==> src/rtl/antidiff_seq_pkg.sv <==
// antidiff_seq_pkg
//   Shared types and default sizing for the antidiff sequencer.
//   - state_t   : sequencer FSM states
//   - sample_t  : one signed sample at the default width
//   - TMR_W     : timer width large enough for the watchdog terminal count
//   - clamp_order(): limits a requested order to the largest accepted order
package antidiff_seq_pkg;

  localparam int SEQ_LEN        = 19;
  localparam int SEQ_WIDTH      = 16;
  localparam int SEQ_ORDER_MAX  = 4;
  localparam int SEQ_OP_LATENCY = 88;
  localparam int TMR_W          = $clog2(4*SEQ_OP_LATENCY+1);

  typedef enum logic [2:0] {IDLE, LOAD, START, WAIT, STORE, FIN} state_t;

  typedef logic signed [SEQ_WIDTH-1:0] sample_t;

  function automatic logic [2:0] clamp_order(input logic [2:0] o, input int omax);
    return (int'(o) > omax) ? 3'(omax) : o;
  endfunction

endpackage

==> src/rtl/antidiff_sequencer_if.sv <==
// antidiff_sequencer_if
//   Bundle between the sequencer and the external antidiff_operator_multi.
//   - op_en   : 1-cycle enable pulse, sequencer -> operator
//   - op_in   : registered operand vector, sequencer -> operator
//   - op_out  : operator result vector, operator -> sequencer
//   - op_done : completion strobe, operator -> sequencer
//               (only present with ANTIDIFF_SEQ_DONE_HS_EN defined)
//   master = sequencer side, slave = operator side.
interface antidiff_sequencer_if #(
  parameter int LEN   = 19,
  parameter int WIDTH = 16
);
  logic                        op_en;
  logic [LEN-1:0][WIDTH-1:0]   op_in;
  logic [LEN-1:0][WIDTH-1:0]   op_out;
`ifdef ANTIDIFF_SEQ_DONE_HS_EN
  logic                        op_done;

  modport master (output op_en, output op_in, input  op_out, input  op_done);
  modport slave  (input  op_en, input  op_in, output op_out, output op_done);
`else
  modport master (output op_en, output op_in, input  op_out);
  modport slave  (input  op_en, input  op_in, output op_out);
`endif
endinterface

==> src/rtl/antidiff_seq_timer.sv <==
// antidiff_seq_timer
//   Clear/enable up-counter with a terminal-count compare. Used for the
//   fixed operator latency and, in handshake builds, as the watchdog.
//   - clk, reset : clock, async active-low reset
//   - clr        : synchronous clear to zero (wins over en)
//   - en         : count enable
//   - term       : terminal count value
//   - tc         : high while enabled and the count equals term
module antidiff_seq_timer #(
  parameter int W = 8
) (
  input  logic         clk,
  input  logic         reset,
  input  logic         clr,
  input  logic         en,
  input  logic [W-1:0] term,
  output logic         tc
);

  logic [W-1:0] cnt_q, cnt_d;

  // Saturates at term so a missed tc can never wrap into a false match.
  always_comb begin
    cnt_d = cnt_q;
    if (clr)                      cnt_d = '0;
    else if (en && cnt_q != term) cnt_d = cnt_q + W'(1);
  end

  always_ff @(posedge clk or negedge reset) begin
    if (!reset) cnt_q <= '0;
    else        cnt_q <= cnt_d;
  end

  assign tc = en && (cnt_q == term);

endmodule

==> src/rtl/antidiff_sequencer.sv <==
// antidiff_sequencer
//   Runs the external antidiff operator ORDER times back to back for N-th
//   order recovery: loads vec_in as the first operand, pulses op_en, waits
//   out each pass, feeds op_out back as the next operand, and publishes the
//   final operand on vec_out with a done pulse. Samples pass through
//   bit-exact.
//   Ports:
//   - clk, reset : clock, async active-low reset
//   - start      : 1-cycle request, honoured only in IDLE
//   - order      : requested pass count (clamped to ORDER_MAX)
//   - vec_in     : input vector, read while loading
//   - busy       : high from accepted start until done
//   - done       : 1-cycle pulse, vec_out valid from this cycle on
//   - order_err  : requested order too large (or watchdog timeout); sticky
//                  until the next accepted start
//   - pass_cnt   : passes completed in the current job
//   - vec_out    : result vector, held until the next done
//   - op         : operator bundle (master side)
//   Build option ANTIDIFF_SEQ_DONE_HS_EN: passes end on op.op_done and the
//   timer acts as a 4*OP_LATENCY watchdog that aborts the job to FIN.
module antidiff_sequencer
  import antidiff_seq_pkg::*;
#(
  parameter int LEN        = SEQ_LEN,
  parameter int WIDTH      = SEQ_WIDTH,
  parameter int ORDER_MAX  = SEQ_ORDER_MAX,
  parameter int OP_LATENCY = SEQ_OP_LATENCY
) (
  input  logic                      clk,
  input  logic                      reset,
  input  logic                      start,
  input  logic [2:0]                order,
  input  logic [LEN-1:0][WIDTH-1:0] vec_in,
  output logic                      busy,
  output logic                      done,
  output logic                      order_err,
  output logic [2:0]                pass_cnt,
  output logic [LEN-1:0][WIDTH-1:0] vec_out,
  antidiff_sequencer_if.master      op
);

  localparam int TW = $clog2(4*OP_LATENCY+1);
`ifdef ANTIDIFF_SEQ_DONE_HS_EN
  localparam logic [TW-1:0] TERM = TW'(4*OP_LATENCY-1);
`else
  localparam logic [TW-1:0] TERM = TW'(OP_LATENCY-1);
`endif

  state_t                    state_q, state_d;
  logic [2:0]                ord_q, ord_d;
  logic [2:0]                pass_q, pass_d;
  logic                      busy_q, busy_d;
  logic                      done_q, done_d;
  logic                      err_q, err_d;
  logic                      op_en_q, op_en_d;
  logic [LEN-1:0][WIDTH-1:0] op_in_q, op_in_d;
  logic [LEN-1:0][WIDTH-1:0] vec_out_q, vec_out_d;

  logic tmr_clr, tmr_en, tmr_tc;

  antidiff_seq_timer #(.W(TW)) u_timer (
    .clk   (clk),
    .reset (reset),
    .clr   (tmr_clr),
    .en    (tmr_en),
    .term  (TERM),
    .tc    (tmr_tc)
  );

  always_comb begin
    state_d   = state_q;
    ord_d     = ord_q;
    pass_d    = pass_q;
    busy_d    = busy_q;
    done_d    = 1'b0;
    err_d     = err_q;
    op_en_d   = 1'b0;
    op_in_d   = op_in_q;
    vec_out_d = vec_out_q;
    tmr_clr   = 1'b0;
    tmr_en    = 1'b0;
    case (state_q)
      IDLE: begin
        if (start) begin
          ord_d   = clamp_order(order, ORDER_MAX);
          err_d   = (int'(order) > ORDER_MAX);
          busy_d  = 1'b1;
          state_d = LOAD;
        end
      end
      LOAD: begin
        op_in_d = vec_in;
        pass_d  = '0;
        if (ord_q == '0) begin
          state_d = FIN;
        end else begin
          // op_en is registered, so raise it on the way into START
          op_en_d = 1'b1;
          state_d = START;
        end
      end
      START: begin
        tmr_clr = 1'b1;
        state_d = WAIT;
      end
      WAIT: begin
        tmr_en = 1'b1;
`ifdef ANTIDIFF_SEQ_DONE_HS_EN
        if (op.op_done) begin
          state_d = STORE;
        end else if (tmr_tc) begin
          // operator never answered: flag it and publish the current operand
          err_d   = 1'b1;
          state_d = FIN;
        end
`else
        if (tmr_tc) state_d = STORE;
`endif
      end
      STORE: begin
        op_in_d = op.op_out;
        pass_d  = 3'(pass_q + 3'd1);
        if (3'(pass_q + 3'd1) == ord_q) begin
          state_d = FIN;
        end else begin
          op_en_d = 1'b1;
          state_d = START;
        end
      end
      FIN: begin
        vec_out_d = op_in_q;
        done_d    = 1'b1;
        busy_d    = 1'b0;
        state_d   = IDLE;
      end
      default: state_d = IDLE;
    endcase
  end

  always_ff @(posedge clk or negedge reset) begin
    if (!reset) begin
      state_q   <= IDLE;
      ord_q     <= '0;
      pass_q    <= '0;
      busy_q    <= 1'b0;
      done_q    <= 1'b0;
      err_q     <= 1'b0;
      op_en_q   <= 1'b0;
      op_in_q   <= '0;
      vec_out_q <= '0;
    end else begin
      state_q   <= state_d;
      ord_q     <= ord_d;
      pass_q    <= pass_d;
      busy_q    <= busy_d;
      done_q    <= done_d;
      err_q     <= err_d;
      op_en_q   <= op_en_d;
      op_in_q   <= op_in_d;
      vec_out_q <= vec_out_d;
    end
  end

  assign busy      = busy_q;
  assign done      = done_q;
  assign order_err = err_q;
  assign pass_cnt  = pass_q;
  assign vec_out   = vec_out_q;
  assign op.op_en  = op_en_q;
  assign op.op_in  = op_in_q;

endmodule

==> src/flat_wrapper.sv <==
// flat-port wrapper written by rule: the top's interface ports become plain ports
module antidiff_sequencer_flat import antidiff_seq_pkg::*;
#(
  parameter int LEN        = SEQ_LEN,
  parameter int WIDTH      = SEQ_WIDTH,
  parameter int ORDER_MAX  = SEQ_ORDER_MAX,
  parameter int OP_LATENCY = SEQ_OP_LATENCY
)
  (clk, reset, start, order, vec_in, busy, done, order_err, pass_cnt, vec_out, op_op_en, op_op_in, op_op_out);
  antidiff_sequencer_if #(.LEN(LEN), .WIDTH(WIDTH)) op_i ();
  input  logic clk;
  input  logic reset;
  input  logic start;
  input  logic [2:0] order;
  input  logic [LEN-1:0][WIDTH-1:0] vec_in;
  output logic busy;
  output logic done;
  output logic order_err;
  output logic [2:0] pass_cnt;
  output logic [LEN-1:0][WIDTH-1:0] vec_out;
  output wire logic [$bits(op_i.op_en)-1:0] op_op_en;
  output wire logic [$bits(op_i.op_in)-1:0] op_op_in;
  input wire logic [$bits(op_i.op_out)-1:0] op_op_out;
  assign op_op_en = op_i.op_en;
  assign op_op_in = op_i.op_in;
  assign op_i.op_out = op_op_out;
  antidiff_sequencer #(.LEN(LEN), .WIDTH(WIDTH), .ORDER_MAX(ORDER_MAX), .OP_LATENCY(OP_LATENCY)) u_core (.clk(clk), .reset(reset), .start(start), .order(order), .vec_in(vec_in), .busy(busy), .done(done), .order_err(order_err), .pass_cnt(pass_cnt), .vec_out(vec_out), .op(op_i));
endmodule
==> config.mk <==
export PLATFORM = sky130hd
export DESIGN_NAME = antidiff_sequencer_flat
export DESIGN_NICKNAME = d
export VERILOG_FILES = /design/src/rtl/antidiff_seq_pkg.sv /design/src/rtl/antidiff_sequencer_if.sv /design/src/rtl/antidiff_seq_timer.sv /design/src/rtl/antidiff_sequencer.sv /design/src/flat_wrapper.sv
export SDC_FILE = /design/constraint.sdc
export NUM_CORES = 1
export LEC_CHECK = 0
export BUFFER_PORTS_ARGS = -buffer_cell sky130_fd_sc_hd__buf_2
export CAP_MARGIN = 5
export CORE_AREA = 2 2 472 474
export DETAILED_ROUTE_END_ITERATION = 7
export DIE_AREA = 0 0 474 476
export PLACE_DENSITY = 0.38
export SLEW_MARGIN = 5
export SYNTH_ARGS = -nofsm -noshare
export SYNTH_HDL_FRONTEND = slang
export SYNTH_HIERARCHICAL = 1
export SYNTH_SLANG_ARGS = --single-unit
export TNS_END_PERCENT = 20
==> constraint.sdc <==
create_clock -name clk -period 1.94 [get_ports clk]
set_input_delay 0.388 -clock clk [delete_from_list [all_inputs] [get_ports clk]]
set_output_delay 0.388 -clock clk [all_outputs]
set_load 0.1 [all_outputs]
## Word-level counts from Yosys, hierarchy flattened

Cells that the tools add are included.

- Bits in registers: 630
- Input port bits: 614
- Output and inout bits: 615
- Logic and storage cells: 87

- Add/subtract/negate cells: 2
- $lt $le $gt $ge: 1
- Equality and inequality tests: 10
- Multiplexer cells: 18
- Reduce and logical (&&, ||, !) cells: 10

Operator list:

| cell | number |
|---|---|
| $pmux 304 s2 | 1 |
| $mux 9 | 2 |
| $mux 3 | 5 |
| $pmux 3 s5 | 1 |
| $add 9x1->9 const B | 1 |
| $eq 9x7->1 const B | 1 |
| $ne 9x7->1 const B | 1 |
| $eq 3x2->1 const B | 2 |
| $eq 3x3->1 const B | 2 |
| $logic_not 3->1 | 2 |
| $mux 1 | 6 |
| $pmux 3 s2 | 1 |
| $reduce_and 2->1 | 3 |
| $reduce_bool 2->1 | 3 |
| $pmux 1 s2 | 2 |
| $add 3x1->3 const B | 1 |
| $eq 3x1->1 const B | 1 |
| $eq 3x3->1 | 1 |
| $gt 3x3->1 const B | 1 |
| $logic_and 1x1->1 | 2 |
| $ne 2x1->1 const B | 1 |
| $ne 2x2->1 const B | 1 |

## Logic depth before layout (Yosys ltp)

Gate-level depths: netlist of run 1.

- Depth after elaboration: 5
- Depth in mapped cells: 8
- Mapped depth without buffers: 7

## Hierarchy

Netlist of run 1, hierarchy kept.

By module, submodules not included:

| module | instances | cells an instance | area an instance (um^2) | sequential area each (um^2) |
|---|---|---|---|---|
| antidiff_sequencer | 1 | 2363 | 25888.6 | 15539.9 |
| antidiff_seq_timer | 1 | 60 | 554.3 | 225.2 |

## Worst setup path after synthesis of run 1

Ideal clock, no wire load.

- Path kind: reg-to-reg
- Start point: register u_core.pass_q[0], in the netlist u_core/pass_cnt[0]
- End point: register u_core.state_q[1]
- Setup time: 0.083 ns
- Arrival time: 1.982 ns
- Data required time: 1.857 ns
- Slack: -0.125 ns
- Cell stages (with the launch flop): 5
- Buffers on the path: 0
- Period minus slack after synthesis: 2.065 ns
- Cell sequence: dfrtp_1 > ha_1 > xnor3_1 > a31o_2 > o21ai_0

- Cells in the longest elaborated chain, start to end: 4

Ends and longest elaborated chain:

| element | line | RTL |
|---|---|---|
| from (decl) | antidiff_sequencer.sv:51 | `logic [2:0] pass_q, pass_d;` |
| from (signal assigned) | antidiff_sequencer.sv:154 | `pass_q <= pass_d;` |
| $add 3x1->3 | antidiff_sequencer.sv:123 | `if (3'(pass_q + 3'd1) == ord_q) begin` |
| $eq 3x3->1 | antidiff_sequencer.sv:123 |  |
| $mux 3 | antidiff_sequencer.sv:123 |  |
| $pmux 3 s5 | antidiff_sequencer.sv:82 | `case (state_q)` |
| to (signal assigned) | antidiff_sequencer.sv:152 | `state_q <= state_d;` |
| to (decl) | antidiff_sequencer.sv:49 | `state_t state_q, state_d;` |

Every way passes these cells.
A chain may end at the register's enable or synchronous reset.

## Final worst setup path of run 1

- Start point: register u_core.state_q[1]
- End point: register u_core.op_in_q (netlist bit u_core/op.op_in[165])

- Cells in the longest elaborated chain, start to end: 2
- Elaborated cells between the ends (all ways): 4
- Classes of those cells: eq/ne: 2; mux: 1; reduce/logical: 1

Ends and longest elaborated chain:

| element | line | RTL |
|---|---|---|
| $eq 3x3->1 or $eq 3x1->1 (tied branches) | antidiff_sequencer.sv:82 |  |
| $pmux 304 s2 or $reduce_bool 2->1 (tied branches) | -- |  |
| to (signal assigned) | antidiff_sequencer.sv:159 | `op_in_q <= op_in_d;` |
| to (decl) | antidiff_sequencer.sv:56 | `logic [LEN-1:0][WIDTH-1:0] op_in_q, op_in_d;` |

Several ways; a longest one is shown, not always the timed one.

==> results of run 1 <==
area by class of cell:
type,instances,area [µm²]
repair buffers,2022,16740
flip-flops and latches,630,15870
inverters,6,22.52
fillers,23972,172400
diodes,19,47.55
well taps,2975,3722
multi-input cells,1619,9430
clock buffers,113,2338
clock inverters,33,416.7
critical path, stage by stage (launching register included):
cell	delay, ps
dfrtp_2	450
or3b_4	470
buf_12	230
buf_4	270
nor2_1	160
a31oi_1	60
worst paths after layout:
kind / endpoint / slack, ps
hold / removal: u_core/op.op_in[80]$_DFFE_PN0P_ / 80
hold reg to reg: u_core/busy$_DFFE_PN0P_ / 490
setup / recovery: u_core/op.op_in[165]$_DFFE_PN0P_ / 40
min in group asynchronous: u_core/vec_out[68]$_DFFE_PN0P_ / 240
max in group asynchronous: u_core/op.op_in[176]$_DFFE_PN0P_ / 840
setup reg to reg: u_core/op.op_in[165]$_DFFE_PN0P_ / 40
cell usage after synthesis (6+ instances only):
| library cell | count | area (µm²) |
|---|---|---|
| dfrtp_1 | 630 | 15770 |
| buf_6 | 57 | 641.9 |
| xor2_1 | 9 | 78.83 |
| nor2_1 | 307 | 1152 |
| a21oi_1 | 8 | 40.04 |
| a31oi_1 | 305 | 1908 |
| buf_4 | 29 | 217.7 |
| clkbuf_1 | 14 | 52.55 |
| o21ai_0 | 9 | 45.04 |
| mux2_2 | 305 | 3435 |
| nand2_1 | 617 | 2316 |
| inv_1 | 6 | 22.52 |
| buf_2 | 70 | 350.3 |
stage by stage:
step / TNS, ps / setup WS [ps] / instances / util (%)
after floorplan: 0 / 141.4 / 2430 / -
after global placement: 0 / 19.37 / 6648 / 16.91
after detailed placement: 0 / 38.41 / 6648 / 16.91
after CTS: -108.1 / -66.73 / 7398 / 21.95
after global routing: -35.88 / -14.59 / 7406 / 21.97
final: 0 / 36.91 / 7417 / 21.99
sequential cells by signal, indices dropped and copies added, names as in the netlist:
signal / count
u_core/vec_out: 304
u_core/op.op_en: 1
u_core/state_q: 3
u_core/busy: 1
u_core/op.op_in: 304
u_core/u_timer/cnt_q: 9
u_core/pass_cnt: 3
u_core/ord_q: 3
u_core/done: 1
u_core/order_err: 1
per-layer routing:
metal | vias to the layer above | wire, µm | GRT usage [%]
li1 | 12173 | - | -
met1 | 13416 | 66770 | 16.43
met2 | 1274 | 77590 | 23.10
met3 | 242 | 15350 | 5.153
met4 | 14 | 7053 | 6.242
met5 | - | 93 | 0
what timing repair did:
item,CTS,global route
gates resized for setup,872,9
endpoints found under the setup margin,600,39
hold buffers,594,0
hold endpoints to repair,328,0
setup buffers,10,0
cells by family after synthesis:
group	count (synthesis)	synth area share, %
flops	630	59.62
buf+inv	181	4.935
fa+ha+maj	2	0.09462
simple gates	954	13.85
mux	309	13.16
xor+xnor	13	0.4827
other cells	2	0.02840
compound gates	332	7.831
==> flow_summary.yaml, run 1 <==
sta:
  max_freq_mhz: 525.5
  whs_ps: 83.03
  final-setup-viol-count: 0
  fin_skew_ps: 33.93
  rsz0062_at_grt: "yes"
  fin_crit_ps: 1903
  finalCritPeriodShare_pct: 98.10
  report.final.slew_viol_count: 0
  relSlewSlack_pct: 60.13
  worst_slew_pin_slew_ps: 598.0
  finalHoldViolCount: 0
layout:
  final_cell_mix: "nand2_1, buf_2, dlygate4sd3_1"
  area_delta_synth_final_pct: 83.75
  final_cell_area_um2: 48590
  fin_nets: 4977
  drive_above_1_share_pct: 44.22
  final_common_cell: "nand2_1"
setup_path:
  worst_ep_required_time_ps: 2500
  cp_max_fo: 78
  rr_worst_depth: 5
  critPathLaunchType: "register"
  path_class: "register to register"
  worstSetupStartpoint: "u_core/state_q[1]$_DFFE_PN0P_"
  r2r_start: "u_core/state_q[1]$_DFFE_PN0P_"
  critPathCaptureType: "register"
  arrival_ps: 2460
min_path:
  hp-start: "vec_in[80]"
  hold_path_class: "input pin to register"
  min_path_cells: 3
grt:
  antenna_found_initial: 35
  overflow: 0
  gr-usage-all-layers_pct: 14.10
  grt_max_degree: 79
  grt_pass1_vias: 27715
  grt_pass1_wl_um: 222200
logic_synthesis:
  synth_top_flop_cell: "dfrtp_1"
  synth-seq-cells: 630
  synth.distinct_cells: 38
  ys_warn_count: 6
  synth_edf_count: 0
  async_reset_ff_share_pct: 100.0
  synthCells: 2423
  syn_avg_cell_area_um2: 10.91
  syn_area_um2: 26440
  ys_seq_area_share_pct: 59.62
clock_network:
  root_buffer: "clkbuf_16"
  cts_max_path_buffers: 3
  htree_levels: 3
  cts.clk_slew.worst_paths_ps: 60
  numCtsBuffers: 82
  cts_sinks: 630
  clkLatencyLatePin_ps: 700
  tritoncts: "built"
placed_design:
  gp_congestion: 0.9474
  placed_cell_area_um2: 37360
  numPortBuffers: 1228
  dpl.hpwl_um: 135200
detailed_routing:
  ant_nets: 0
  dr.pass1.iters: 5
  avgRoutedWirePerCell_um: 22.50
  drc: 0
  wirelength_um: 166900
  via_per_inst: 3.656
  num_vias: 27119
  drt_first_iter_violations: 1453
floorplanning:
  initial_core_util_pct: 11.96
  chipWidth_um: 474
  rows: 173
  io_pins: 1229
  die_y_um: 476
  core_area_um2: 221000
  die-area_um2: 225600
status:
  status: "completed"
flow_run:
  drv_cap: 0
Power of run 1 is not shown: default switching activity piles up to over one toggle a cycle in this logic, so the estimate is an artifact.
==> run 2, diff against run 1 <==
PLACE_DENSITY = unset   (was 0.38)
PLACE_DENSITY_LB_ADDON = 0.15   (was unset)
==> run 2 against run 1 <==
Maximum frequency barely moved. Core utilization grew 0.14 points. Final area rose by 0.63%. Largest cell class unchanged. Register-to-register slack hardly changed. Routed wire length down 1.5%. Clock-buffer cell count up 8. Critical path depth is the same.
==> flow_summary.yaml, run 2 (same netlist as run 1, synthesis figures left out) <==
detailed_routing:
  drc: 0
  dr.pass1.iters: 8
  num_vias: 26411
  drt_first_iter_violations: 1249
  wirelength_um: 164400
  ant_nets: 0
  avgRoutedWirePerCell_um: 22.22
  via_per_inst: 3.571
clock_network:
  cts_max_path_buffers: 3
  clkLatencyLatePin_ps: 720
  numCtsBuffers: 89
  tritoncts: "built"
  cts_sinks: 630
  root_buffer: "clkbuf_16"
  cts.clk_slew.worst_paths_ps: 60
  htree_levels: 3
sta:
  finalHoldViolCount: 0
  relSlewSlack_pct: 63.09
  report.final.slew_viol_count: 0
  whs_ps: 101.8
  max_freq_mhz: 525.6
  fin_skew_ps: 63.38
  finalCritPeriodShare_pct: 98.07
  rsz0062_at_grt: "yes"
  fin_crit_ps: 1903
  final-setup-viol-count: 0
  fin_ws_ps: 37.49
  worst_slew_pin_slew_ps: 553.6
grt:
  antenna_found_initial: 29
  grt_pass1_wl_um: 222800
  gr-usage-all-layers_pct: 13.92
  grt_max_degree: 76
  grt_pass1_vias: 28103
  overflow: 0
min_path:
  whs_endpoint: "u_core/op.op_in[45]$_DFFE_PN0P_"
  min_path_cells: 3
  hp-start: "vec_in[45]"
  hold_path_class: "input pin to register"
setup_path:
  r2r_start: "u_core/state_q[1]$_DFFE_PN0P_"
  worst_ep_required_time_ps: 2550
  rr_worst_depth: 5
  r2r-end: "u_core/op.op_in[27]$_DFFE_PN0P_"
  critPathLaunchType: "register"
  critPathCaptureType: "register"
  arrival_ps: 2510
  path_class: "register to register"
  cp_max_fo: 75
  r2r_slack_ps: 40
floorplanning:
  chipWidth_um: 474
  core_area_um2: 221000
  initial_core_util_pct: 11.96
  die-area_um2: 225600
  die_y_um: 476
  rows: 173
  io_pins: 1229
placed_design:
  numPortBuffers: 1228
  pre_cts_slack_ps: -46.10
  placed_cell_area_um2: 36960
  dpl.hpwl_um: 129800
  gp_congestion: 0.8381
layout:
  fin_nets: 4964
  drive_above_1_share_pct: 43.97
  final_cell_area_um2: 48890
  area_delta_synth_final_pct: 84.91
  fillers: 24254
  final_cell_mix: "buf_2, nand2_1, dlygate4sd3_1"
flow_run:
  drv_cap: 0
status:
  status: "completed"
[run 2: changes by cell type in the layout (fill, tap and decap cells not counted), sizes merged]
| cell | before | now |
|---|---|---|
| buf | 1428 | 1395 |
| dlygate4sd3 | 594 | 606 |
| clkbuf | 113 | 122 |
| diode | 19 | 10 |
| clkinv | 19 | 23 |
| clkinvlp | 7 | 3 |
| inv | 8 | 9 |
[run 2: how the worst max path moves through the flow]
stage / depth (start not counted) / from / endpoint
5_1_grt: 6 / u_core/state_q[1]$_DFFE_PN0P_ / u_core/op.op_in[136]$_DFFE_PN0P_
3_3_place_gp: 6 / u_core/state_q[0]$_DFFE_PN0P_ / u_core/op.op_in[270]$_DFFE_PN0P_
6_report: 5 / u_core/state_q[1]$_DFFE_PN0P_ / u_core/op.op_in[27]$_DFFE_PN0P_
4_1_cts: 1 / u_core/op.op_in[236]$_DFFE_PN0P_ / op_op_in[236]
3_5_place_dp: 6 / u_core/state_q[0]$_DFFE_PN0P_ / u_core/op.op_in[202]$_DFFE_PN0P_
2_1_floorplan: 3 / u_core/pass_cnt[2]$_DFFE_PN0P_ / u_core/state_q[1]$_DFFE_PN0P_
[run 2: area by class of cell]
type	count	area, µm²	area share [%]
sequential	630	15870	32.46
clock inverter	34	449.2	0.9187
inverter	6	22.52	0.04606
timing repair buffer	2002	16800	34.37
tap	2975	3722	7.613
multi-input combinational	1619	9450	19.33
clock buffer	121	2547	5.210
antenna	10	25.02	0.05118
[run 2: stage by stage]
stage	util [%]	cells	setup TNS, ps
2_1_floorplan	-	2430	0
3_3_place_gp	16.72	6616	0
3_5_place_dp	16.72	6616	-183.8
4_1_cts	22.05	7386	-183.7
5_1_grt	22.12	7393	-60.87
6_report	22.12	7397	0
[run 2: repair_timing]
| item | in CTS | in global routing |
|---|---|---|
| hold endpoints to repair | 535 | 0 |
| cloned | 0 | 1 |
| endpoints found under the setup margin | 640 | 188 |
| buffers inserted | 9 | 0 |
| hold buffers | 606 | 0 |
| resized for setup | 949 | 27 |
| pin swaps | 0 | 0 |
[run 2: routing by layer]
layer	vias up	routed length, µm	track usage [%]	share of wire, %
met5	-	55	0	0.033
met3	203	14140	5.001	8.6
met4	8	5041	4.244	3.1
met1	12968	69190	17.11	42
met2	1085	75940	22.64	46
li1	12147	-	-	-
[run 2: worst max-delay path: stages, from the launching register on]
cell     delay, ps
dfrtp_2        450
or3b_4         450
buf_16         220
buf_12         290
nor2_1         150
a31oi_1         60
Power of run 2 is left out for the same reason.
